<file path="src/rtl/em_counter_mod.sv">
// rtl/em_counter_mod.sv - presettable up/down modulus counter with terminal-count and load-range flags
module em_counter_mod #(
    parameter int WIDTH   = 4,
    parameter int MODULUS = 16
) (
    input  logic             clk,
    input  logic             nclr,
    input  logic             nload,
    input  logic             ent,
    input  logic             enp,
    input  logic             up,
    input  logic [WIDTH-1:0] parallel_in,
    output logic [WIDTH-1:0] count,
    output logic             rco,
    output logic             tc_pulse,
    output logic             range_err
);

    localparam logic [WIDTH-1:0] MAX_VAL = WIDTH'(MODULUS - 1);
    // One extra bit so MODULUS == 2**WIDTH is representable in the range check.
    localparam logic [WIDTH:0]   MOD_EXT = (WIDTH + 1)'(MODULUS);

    logic             load_legal;
    logic             at_top;
    logic             at_bottom;
    logic             wrap;
    logic [WIDTH-1:0] count_step;

    assign load_legal = ({1'b0, parallel_in} < MOD_EXT);
    assign at_top     = (count == MAX_VAL);
    assign at_bottom  = (count == '0);
    assign wrap       = up ? at_top : at_bottom;

    // rco follows ent and up without waiting for an edge, so cascaded stages settle in one cycle.
    assign rco = ent & wrap;

    always_comb begin
        count_step = count;
        if (up) begin
            count_step = at_top ? '0 : count + 1'b1;
        end else begin
            count_step = at_bottom ? MAX_VAL : count - 1'b1;
        end
    end

    always_ff @(posedge clk) begin
        if (!nclr) begin
            count     <= '0;
            tc_pulse  <= 1'b0;
            range_err <= 1'b0;
        end else if (!nload) begin
            count     <= load_legal ? parallel_in : MAX_VAL;
            range_err <= ~load_legal;
            tc_pulse  <= 1'b0;
        end else if (ent && enp) begin
            count    <= count_step;
            tc_pulse <= wrap;
        end else begin
            tc_pulse <= 1'b0;
        end
    end

endmodule

</file>
<file path="config.mk">
export PLATFORM = sky130hd
export DESIGN_NAME = em_counter_mod
export DESIGN_NICKNAME = d
export VERILOG_FILES = /design/src/rtl/em_counter_mod.sv
export SDC_FILE = /design/constraint.sdc
export NUM_CORES = 1
export LEC_CHECK = 0
export CORE_AREA = 2 2 39 41
export DETAILED_ROUTE_END_ITERATION = 7
export DIE_AREA = 0 0 41 43
export GPL_TIMING_DRIVEN = 0
export SYNTH_ARGS = -nofsm -noshare
export SYNTH_HDL_FRONTEND = slang
export SYNTH_SLANG_ARGS = --single-unit
</file>
<file path="constraint.sdc">
create_clock -name clk -period 3.54 [get_ports clk]
set_input_delay 0.708 -clock clk [delete_from_list [all_inputs] [get_ports clk]]
set_output_delay 0.708 -clock clk [all_outputs]
set_load 0.1 [all_outputs]
</file>
Yosys cells after proc, flatten, opt, wreduce, memory -nomap -nowiden

Cells that the tools add are included.

$add $sub $neg: 2
Equal/unequal tests: 2
Mux-type cells: 6
Bitwise operators: 1
Reduce and logical (&&, ||, !) cells: 3

Operator list:

| cell                                                                     | number |
|---|---|
| 4-bit two-way mux                                                        | 5 |
| 4-bit by 1-bit adder with 4-bit output (second input constant)           | 1 |
| 4-bit == test (second input constant)                                    | 1 |
| 4-bit zero test                                                          | 1 |
| 4-bit by 1-bit subtractor with 4-bit output (second input constant)      | 1 |
| 3-bit AND reduction                                                      | 1 |
| 2-bit by 1-bit inequality test with 1-bit output (second input constant) | 1 |
| 1-bit AND                                                                | 1 |
| 1-bit logical AND                                                        | 1 |
| 1-bit two-way mux                                                        | 1 |

Register bits: 5
Bits of input ports: 10
Output and inout bits: 7
Word-level logic and storage cells: 16

Logic depth before layout (Yosys ltp)

Word-level depth: 5
Depth in mapped cells: 6
Mapped depth without buffers: 6

Least setup slack after synthesis

No wires, ideal clock.

Path kind: register to output
Start: register count[1]
End: output rco
Arrival: 2.902 ns
Data required time: 2.832 ns
Path slack: -0.070 ns
Cell stages (with the launch flop): 4
Path buffers: 0
Cell sequence: dfxtp_1 > ha_1 > a41oi_1 > nor2b_1

Cells in the longest elaborated chain, start to end: 3
Elaborated cells between the ends (all ways): 4

Ends and longest elaborated chain:

| element                                          | line   | source |
|---|---|---|
| start, declared                                  | 13     | `output logic [WIDTH-1:0] count,` |
| start signal, assigned                           | 52     | `count <= load_legal ? parallel_in : MAX_VAL;` |
| start signal, assigned                           | 56     | `count <= count_step;` |
| 4-bit == test or 4-bit zero test (tied branches) | 30, 31 |  |
| 1-bit two-way mux (*)                            | 32     | `assign wrap = up ? at_top : at_bottom;` |
| 1-bit AND (*)                                    | 35     | `assign rco = ent & wrap;` |
| end, declared                                    | 14     | `output logic rco,` |

Every way passes the cells marked *; elsewhere a longest branch is shown, timed or not.

Worst setup path in the final report

Start: input up
End: output rco

Cells in the longest elaborated chain, start to end: 2

Ends and longest elaborated chain:

| element           | line | source |
|---|---|---|
| start, declared   | 11   | `input logic up,` |
| 1-bit two-way mux | 32   |  |
| 1-bit AND         | 35   |  |

No other way between the ends.

==> impl_metrics.json <==
{
  "initial_utilization_pct": 26.0,
  "unrepaired_setup_endpoints_after_global_routing": "no",
  "worst_skew_pair.late_latency_ns": 0.25,
  "worst_slack_ns": 0.182,
  "yosysUniqueCellTypes": 27,
  "report.final.setup_viol": 0,
  "floorplan.die.width_um": 41,
  "grt.overflow.total": 0,
  "count_of_max_cap_constraint_violations": 0,
  "ctsHoldBuffers": 0,
  "fin_cells": 80,
  "preCtsSetupSlack_ns": -0.109,
  "crit_path_end_kind": "primary output",
  "totalWireLength_um": 802,
  "synthesis.nets": 58,
  "antenna_cells": 0,
  "synth_async_sr_flop_share_pct": 0,
  "ys.warnings.count": 0,
  "die_height_um": 43,
  "hold_violations": 0,
  "synth.ff_latch_count": 5,
  "post_synthesis_simple_gate_area_fraction_pct": 21.2,
  "global_route_usage_over_all_layers_pct": 12.9,
  "final_core_util_pct": 39.6,
  "cp_max_fo": 6,
  "wl_per_cell_um": 10.0,
  "gp_congestion": 0.757,
  "worst_pin_slew_ns": 0.974,
  "compound_gate_fraction_of_synth_area_pct": 26.4,
  "core_area_um2": 1380,
  "detailedRoute.firstPassIterationCount": 3,
  "vias": 381,
  "drt_drc_violations_left": 0,
  "full_die_area_um2": 1760,
  "slew_headroom_pct": 34.9,
  "place_inst": 76,
  "synth-main-ff-cell": "dfxtp_1",
  "count_of_port_buffers_added_during_placement": 14,
  "post-route-min-period_ns": 3.36,
  "fillCellCount": 144,
  "fin_worst_skew_ns": 0.000434,
  "synth_sequential_area_ratio_pct": 27.8,
  "vias_in_the_first_global_route": 352,
  "power_density_nw_per_um2": 405,
  "yosys.area_share.adder_pct": 6.94,
  "cts_made_buffers": 3,
  "max-vdd-ir-drop_mv": 0.198,
  "viasPerCell": 4.76,
  "syn-cell-area_um2": 360,
  "max-clock-path-buffers": 2,
  "required_ns": 2.83,
  "grt_first_pass_wirelength_um": 1440,
  "synthXorXnorAreaFrac_pct": 7.29,
  "dominant_combinational_cell_family_by_area_after_synthesis": "compound AO/OA/AOI/OAI gates",
  "numClockSinks": 5,
  "grt_antenna_before_repair": 0,
  "maximum_number_of_pins_on_one_net_before_global_route_repair": 10,
  "hold_crit_class": "reg2reg",
  "count_of_flip_flops_with_a_built_in_enable_after_synthesis": 0,
  "synth_cells": 46,
  "tritoncts": "done",
  "setup-tns-final_ns": 0,
  "outcome": "finished, final reports clean",
  "antenna_violating_nets_post_route": 0,
  "design.portCount": 17,
  "cts_root_buf": "clkbuf_4",
  "report.final.slew_viol_count": 0,
  "design.final.nets": 77,
  "timing_limited_maximum_frequency_mhz": 298,
  "ctsHtreeMaxLevel": 1,
  "period_share_pct": 94.9,
  "syn2layout_area_growth_pct": 52.1,
  "type_of_origin_of_the_critical_path": "primary input",
  "mostFrequentLayoutCells": "clkdlybuf4s50_1, dfxtp_1, nand2_1, nor2_1",
  "layout_commonest_cell": "clkdlybuf4s50_1",
  "arrival_ns": 2.65,
  "leakagePower_nw": 0.217,
  "muxShareOfSynthArea_pct": 0,
  "post_route_cells_drive_above_1_share_pct": 10.9,
  "fp-row-count": 14,
  "dpl.hpwl_um": 616,
  "critical_path_class": "in2out",
  "reg_clk_slew_reported_paths_ns": 0.04,
  "drt_iter0_markers": 6,
  "post_synth.cell_area_avg_um2": 7.83
}
metrics by stage:
step / instance area, µm² / hold slack [ns] / total power, W
after global routing: 548 / 0.656 / 0.000236
after detailed placement: 523 / 0.585 / 0.000154
after floorplan: 363 / 0.846 / 0.000131
after CTS: 548 / 0.593 / 0.000225
final: 548 / 0.589 / 0.000222
after global placement: 523 / 0.582 / 0.000155
power breakdown:
| group | total, W | switching [W] | internal [W] |
|---|---|---|---|
| clock | 0.0000693 | 0.0000265 | 0.0000428 |
| combinational | 0.0000863 | 0.0000558 | 0.0000305 |
| sequential | 0.0000663 | 0.00000603 | 0.0000603 |
critical path, stage by stage:
cell and delay, ns:
clkdlybuf4s50_1 0.51, nand2b_1 0.21, nor3_1 0.13, a41oi_1 0.10, nor2b_2 0.14, dlygate4sd2_1 0.85
metal layers:
layer  vias to the layer above  track usage [%]  share of wire [%]
met1                       162             15.4                 46
met5                         -                0                  0
met4                         0             6.00                2.9
met2                        16             16.6                 42
met3                         5             9.42                9.2
li1                        198                -                  -
cells by family (layout without fill, tap and decap cells):
family / count (synthesis) / in the layout
buffers and inverters: 6 / 24
XOR/XNOR: 3 / 3
flip-flops: 5 / 5
AND/OR/NAND/NOR: 16 / 16
other: 1 / 1
adder cells (fa/ha/maj): 2 / 2
AO/OA/AOI/OAI: 13 / 13
cell type report:
type	instances	area (µm²)	area share, %
Buffer	3	22.5	4.11
Clock buffer	4	26.3	4.79
Inverter	3	11.3	2.05
Multi-Input combinational cell	35	229	41.8
Sequential cell	5	100	18.3
Tap cell	16	20.0	3.65
Timing Repair Buffer	14	139	25.3
sequential cells by signal, indices dropped and copies added, names as in the netlist:
register	flops
count	4
tc_pulse	1
synth_stat cells (all sizes together) (2+ instances only):
library cell,number,area (µm²)
dfxtp,5,100
ha,2,25.0
nor2b,2,12.5
nor2,4,15.0
a21oi,3,15.0
xnor2,3,26.3
nand3,2,10.0
o21ai,2,10.0
inv,3,11.3
nand2,4,15.0
buf,2,18.8
final timing paths:
check | start | to | slack (ns) | depth (start not counted)
hold reg to reg | count[1] | count[1] | 0.59 | 2
setup / recovery | up | rco | 0.18 | 6
hold / removal | count[1] | count[1] | 0.59 | 2
setup reg to reg | count[0] | count[1] | 2.09 | 5
timing repair:
| action | 4_1_cts | 5_1_grt |
|---|---|---|
| setup endpoints to repair | 1 | 0 |
| buffers inserted | 0 | 0 |
| resized for setup | 1 | 0 |
Note: power is estimated with default switching activity, not from simulation.
==> patch 1, RTL diff (config.mk and constraints unchanged) <==
Put one more register stage on the output `count`. The value now appears one clock later. The other outputs are not delayed to match.
--- a/src/rtl/em_counter_mod.sv
+++ b/src/rtl/em_counter_mod.sv
@@ -22,2 +22,4 @@
 
+    logic [WIDTH-1:0] count_s0;
+
     logic             load_legal;
@@ -29,4 +31,4 @@
     assign load_legal = ({1'b0, parallel_in} < MOD_EXT);
-    assign at_top     = (count == MAX_VAL);
-    assign at_bottom  = (count == '0);
+    assign at_top     = (count_s0 == MAX_VAL);
+    assign at_bottom  = (count_s0 == '0);
     assign wrap       = up ? at_top : at_bottom;
@@ -37,7 +39,7 @@
     always_comb begin
-        count_step = count;
+        count_step = count_s0;
         if (up) begin
-            count_step = at_top ? '0 : count + 1'b1;
+            count_step = at_top ? '0 : count_s0 + 1'b1;
         end else begin
-            count_step = at_bottom ? MAX_VAL : count - 1'b1;
+            count_step = at_bottom ? MAX_VAL : count_s0 - 1'b1;
         end
@@ -47,3 +49,3 @@
         if (!nclr) begin
-            count     <= '0;
+            count_s0  <= '0;
             tc_pulse  <= 1'b0;
@@ -51,3 +53,3 @@
         end else if (!nload) begin
-            count     <= load_legal ? parallel_in : MAX_VAL;
+            count_s0  <= load_legal ? parallel_in : MAX_VAL;
             range_err <= ~load_legal;
@@ -55,3 +57,3 @@
         end else if (ent && enp) begin
-            count    <= count_step;
+            count_s0 <= count_step;
             tc_pulse <= wrap;
@@ -62,2 +64,6 @@
 
+    always_ff @(posedge clk) begin
+        count <= count_s0;
+    end
+
 endmodule
Function: changed (a bounded check fails within 4 cycles, from zero or initial values).
==> patch 1 against the original RTL <==
Critical path depth down 1; count of clock-buffer cells in the layout unchanged; die area unchanged; sequential cell count increased by 4; maximum frequency down 0.85%; utilization up 5.9 points; critical path type unchanged; register-to-register slack worse by 0.04 ns; sequential power up 76%; sequential share of layout area increased by 10 points; final area up 15%; area after synthesis rose by 23%; power increased by 26%; wire length rose by 8.1%; worst setup slack got worse by 0.029 ns.
==> patch 1: results (changes against the original RTL) <==
Reg2reg setup slack - 2.05 ns (-0.04 ns)
Vias in the first global route - 367 (+4.3%)
Leak pwr - 0.252 nW (+16%)
GPL Wtd Cong - 0.739 (-2.4%)
Ratio of cells with drive above 1 in the final layout - 10.8% (-0.17 points)
Initial DRC count - 1 (-5)
Synth cell count leaders - dfxtp_1 (9), a21oi_1 (4), inv_1 (3), nand2_1 (3), xnor2_1 (3)
Distinct cells, synth - 25 (-7.4%)
Worst Reg2Reg Path Length in Cells - 6 (+1)
Slowest CP cell - clkdlybuf4s15_1
CP max stage delay - 0.82 ns (-0.03 ns)
Worst Path Arrival - 2.68 ns (+0.03 ns)
Total GRT Usage - 13.6% (+0.74 points)
DP HPWL - 641 um (+4.1%)
Met3 Use GR - 9.95% (+0.52 points)
Status - finished, final reports clean
VDD IR-drop max - 0.181 mV (-8.3%)
Reg2Reg Capture Point - count_s0[3]
Met1 Use GR - 15.9% (+0.48 points)
Drt wl/cell - 10.7 um (+6.8%)
Largest net degree at the start of global routing - 11 (+1)
Top Registers - count: 4 flops, count_s0: 4 flops, tc_pulse: 1 flops
Final Skew - 0.00505 ns (+0.00462 ns)
Dpl cell area - 603 um^2 (+15%)
Via count - 391 (+2.6%)
Worst-path clk slew - 0.06 ns (+0.02 ns)
Slew at the pin with the worst max-slew slack - 0.962 ns (-0.0114 ns)
Pre-antenna DRT Iters - 2 (-1)
Synthesized Nets - 59 (+1.7%)
Seq/Total Area, Yosys - 40.7% (+13 points)
Launch point of the worst reg-to-reg path - count_s0[0]
Final net count - 78 (+1.3%)
Synth top area cells - dfxtp_1 (41%), xnor2_1 (5.9%), ha_1 (5.6%)
Switch Pwr - 0.0984 mW (+11%)
First-pass GRT wire length - 1.52 mm (+5.7%)
==> patch 1: changes by cell type after synthesis, moves of 2 or more <==
cell / before / now
and2_1: 0 / 2
dfxtp_1: 5 / 9
nand3_1: 2 / 0
nor2_1: 4 / 0
nor2b_1: 2 / 0
o211a_1: 0 / 2
==> patch 1: routing by layer <==
metal	vias up	wire (um)
met2	12	422
met3	2	54
met4	0	7
met5	-	0
met1	176	383
li1	201	-
==> patch 1: metrics by stage <==
step                std cells  power, mW  setup slack (ns)  TNS [ns]  utilization (%)
floorplan                  47      0.180             0.985         0                -
global placement           77      0.203            -0.173    -0.173             43.6
detailed placement         77      0.203            -0.178    -0.178             43.6
CTS                        81      0.284             0.105         0             45.4
global route               81      0.298            0.0227         0             45.5
finish                     81      0.281             0.153         0             45.5
==> patch 1: cell type report <==
| cell class | count | area share [%] |
|---|---|---|
| inverter | 3 | 1.79 |
| multi-input combinational | 32 | 37.4 |
| tap | 16 | 3.18 |
| sequential | 9 | 28.6 |
| buffer | 3 | 2.58 |
| clock buffer | 4 | 4.17 |
| timing repair buffer | 14 | 22.3 |
==> patch 1: logic make-up (layout without fill, tap and decap cells) <==
kind of cell | Yosys count | after routing | share of synthesized area, %
compound gates | 15 | 15 | 25.7
simple gates | 11 | 11 | 15.0
flops | 9 | 9 | 40.7
buf+inv | 6 | 24 | 6.21
xor+xnor | 3 | 3 | 5.93
fa+ha+maj | 2 | 2 | 5.65
other cells | 1 | 1 | 0.847
==> patch 1: critical path, delay by kind of cell <==
| family | cells | cell delay (ns) |
|---|---|---|
| buf+inv | 2 | 1.33 |
| compound gates | 1 | 0.25 |
| simple gates | 2 | 0.39 |
==> patch 1: how the worst min path moves through the flow <==
stage	start	to	slack, ns	cells past startpoint
3_3_place_gp	count_s0[2]	count[2]	0.43	0
4_1_cts	count_s0[2]	count[2]	0.44	0
5_1_grt	count_s0[2]	count[2]	0.46	0
3_5_place_dp	count_s0[2]	count[2]	0.43	0
2_1_floorplan	count_s0[2]	count[2]	0.40	0
6_report	count_s0[2]	count[2]	0.44	0
==> patch 1: power by group through the flow <==
stage / logic (mW) / registers (mW) / clock network [mW]
after floorplan: 0.0344 / 0.145 / 0
after global placement: 0.0840 / 0.119 / 0
after detailed placement: 0.0844 / 0.119 / 0
after CTS: 0.0843 / 0.117 / 0.0828
after global routing: 0.0893 / 0.118 / 0.0903
final: 0.0839 / 0.117 / 0.0800
==> patch 1: repair_timing <==
action | 4_1_cts | 5_1_grt
hold buffers | 0 | 0
setup endpoints to repair | 1 | 1
endpoints found under the hold margin | 0 | 0
gates resized for setup | 1 | 1
==> patch 2, RTL diff (same flow settings) <==
Made on the original files. `MODULUS`: 16 -> 12.
--- a/src/rtl/em_counter_mod.sv
+++ b/src/rtl/em_counter_mod.sv
@@ -3,3 +3,3 @@
     parameter int WIDTH   = 4,
-    parameter int MODULUS = 16
+    parameter int MODULUS = 12
 ) (
Function: changed (Yosys sat finds a counterexample within 4 cycles, from zero or initial values).
==> patch 2 against the original RTL <==
Maximum frequency fell by 1.1%; wire length rose by 19%; worst setup slack got worse by 0.036 ns; sequential cell count rose by 1; via count rose by 14%; area after synthesis rose by 17%; register-to-register slack improved by 0.06 ns; power rose by 3.9%; final area rose by 13%; largest cell class unchanged.
==> patch 2: results (changes against the original RTL) <==
Status - finished, final reports clean
# fillers - 137 (-4.9%)
Final WL - 952 um (+19%)
# port buffers - 15 (+1)
DP HPWL - 765 um (+24%)
Largest net degree at the start of global routing - 11 (+1)
Synth top area cells - dfxtp_1 (28%), a21oi_1 (5.9%), ha_1 (5.9%)
Ratio of cells with drive above 1 in the final layout - 11.1% (+0.17 points)
Pre-antenna DRT Iters - 4 (+1)
Synthesized Nets - 66 (+14%)
Critical Path Start - count[0]
Post-CTS sizing - 0 (-1)
CP max stage delay - 1.15 ns (+0.30 ns)
DP Cell Count - 85 (+12%)
Final Skew - 0.00170 ns (+0.00126 ns)
Antenna violations before repair - 0 (unchanged)
Slew at the pin with the worst max-slew slack - 0.961 ns (-0.0130 ns)
Seq/Total Area, Yosys - 28.4% (+0.62 points)
Synth cell count leaders - dfxtp_1 (6), a21oi_1 (5), inv_1 (5)
Slowest CP cell - clkdlybuf4s50_1
Clock Path Buffers - 2 (unchanged)
Initial DRC count - 4 (-2)
Worst Hold End - range_err
CTS Buf Count - 3 (unchanged)
Clock sink count - 6 (+1)
Worst Path Arrival - 2.69 ns (+0.04 ns)
First-pass GRT wire length - 1.43 mm (-0.97%)
Total GRT Usage - 12.4% (-0.41 points)
GPL Wtd Cong - 0.771 (+1.8%)
Dpl ws - 0.222 ns (+0.330 ns)
Synth Area per Inst - 7.83 um^2 (about the same)
Reg2reg setup slack - 2.15 ns (+0.06 ns)
Vias in the first global route - 353 (+0.28%)
VDD IR-drop max - 0.170 mV (-14%)
Leak pwr - 0.234 nW (+7.8%)
Hold_sp - range_err
FMAX - 295 MHz (-1.1%)
-- patch 2: cell types whose count changed after synthesis, sizes merged, moves of 2 or more --
cell    unedited run  this run
a211oi             1         3
a21oi              3         5
inv                3         5
nor2b              2         0
o31ai              0         2
xnor2              3         1
-- patch 2: area by class of cell --
type | count | area share (%)
multi-input combinational | 40 | 43.3
timing repair buffer | 15 | 24.2
sequential | 6 | 19.4
clock buffer | 3 | 3.63
buffer | 3 | 3.23
tap | 16 | 3.23
inverter | 5 | 3.02
-- patch 2: per-stage QoR --
step | instance area (um^2) | hold WS [ns]
after floorplan | 428 | 0.837
after detailed placement | 598 | 0.447
final | 621 | 0.449
after global placement | 598 | 0.444
after CTS | 621 | 0.454
after global routing | 621 | 0.491
-- patch 2: layer usage --
metal | vias to the layer above | track usage, % | part of all wire [%]
met5 | - | 0 | 0
met4 | 0 | 6.00 | 1.5
met3 | 2 | 7.85 | 6.4
met2 | 15 | 16.9 | 45
met1 | 189 | 14.7 | 46
li1 | 230 | - | -
-- patch 2: worst min-delay path, delay by kind of cell (launching register included) --
| family | cells | cell delay [ns] |
|---|---|---|
| flops | 1 | 0.30 |
| compound gates | 1 | 0.05 |
| simple gates | 1 | 0.05 |
-- patch 2: report_power, final --
group | total (mW) | internal [mW] | switching [mW]
combinational | 0.0897 | 0.0327 | 0.0570
clock | 0.0630 | 0.0383 | 0.0247
sequential | 0.0779 | 0.0720 | 0.00588
-- patch 2: cell families after synthesis --
family          synth area share (%)
flops                           28.4
compound gates                  29.9
mux                             2.37
buf+inv                         9.17
xor+xnor                        4.14
fa+ha+maj                       5.92
simple gates                    20.1
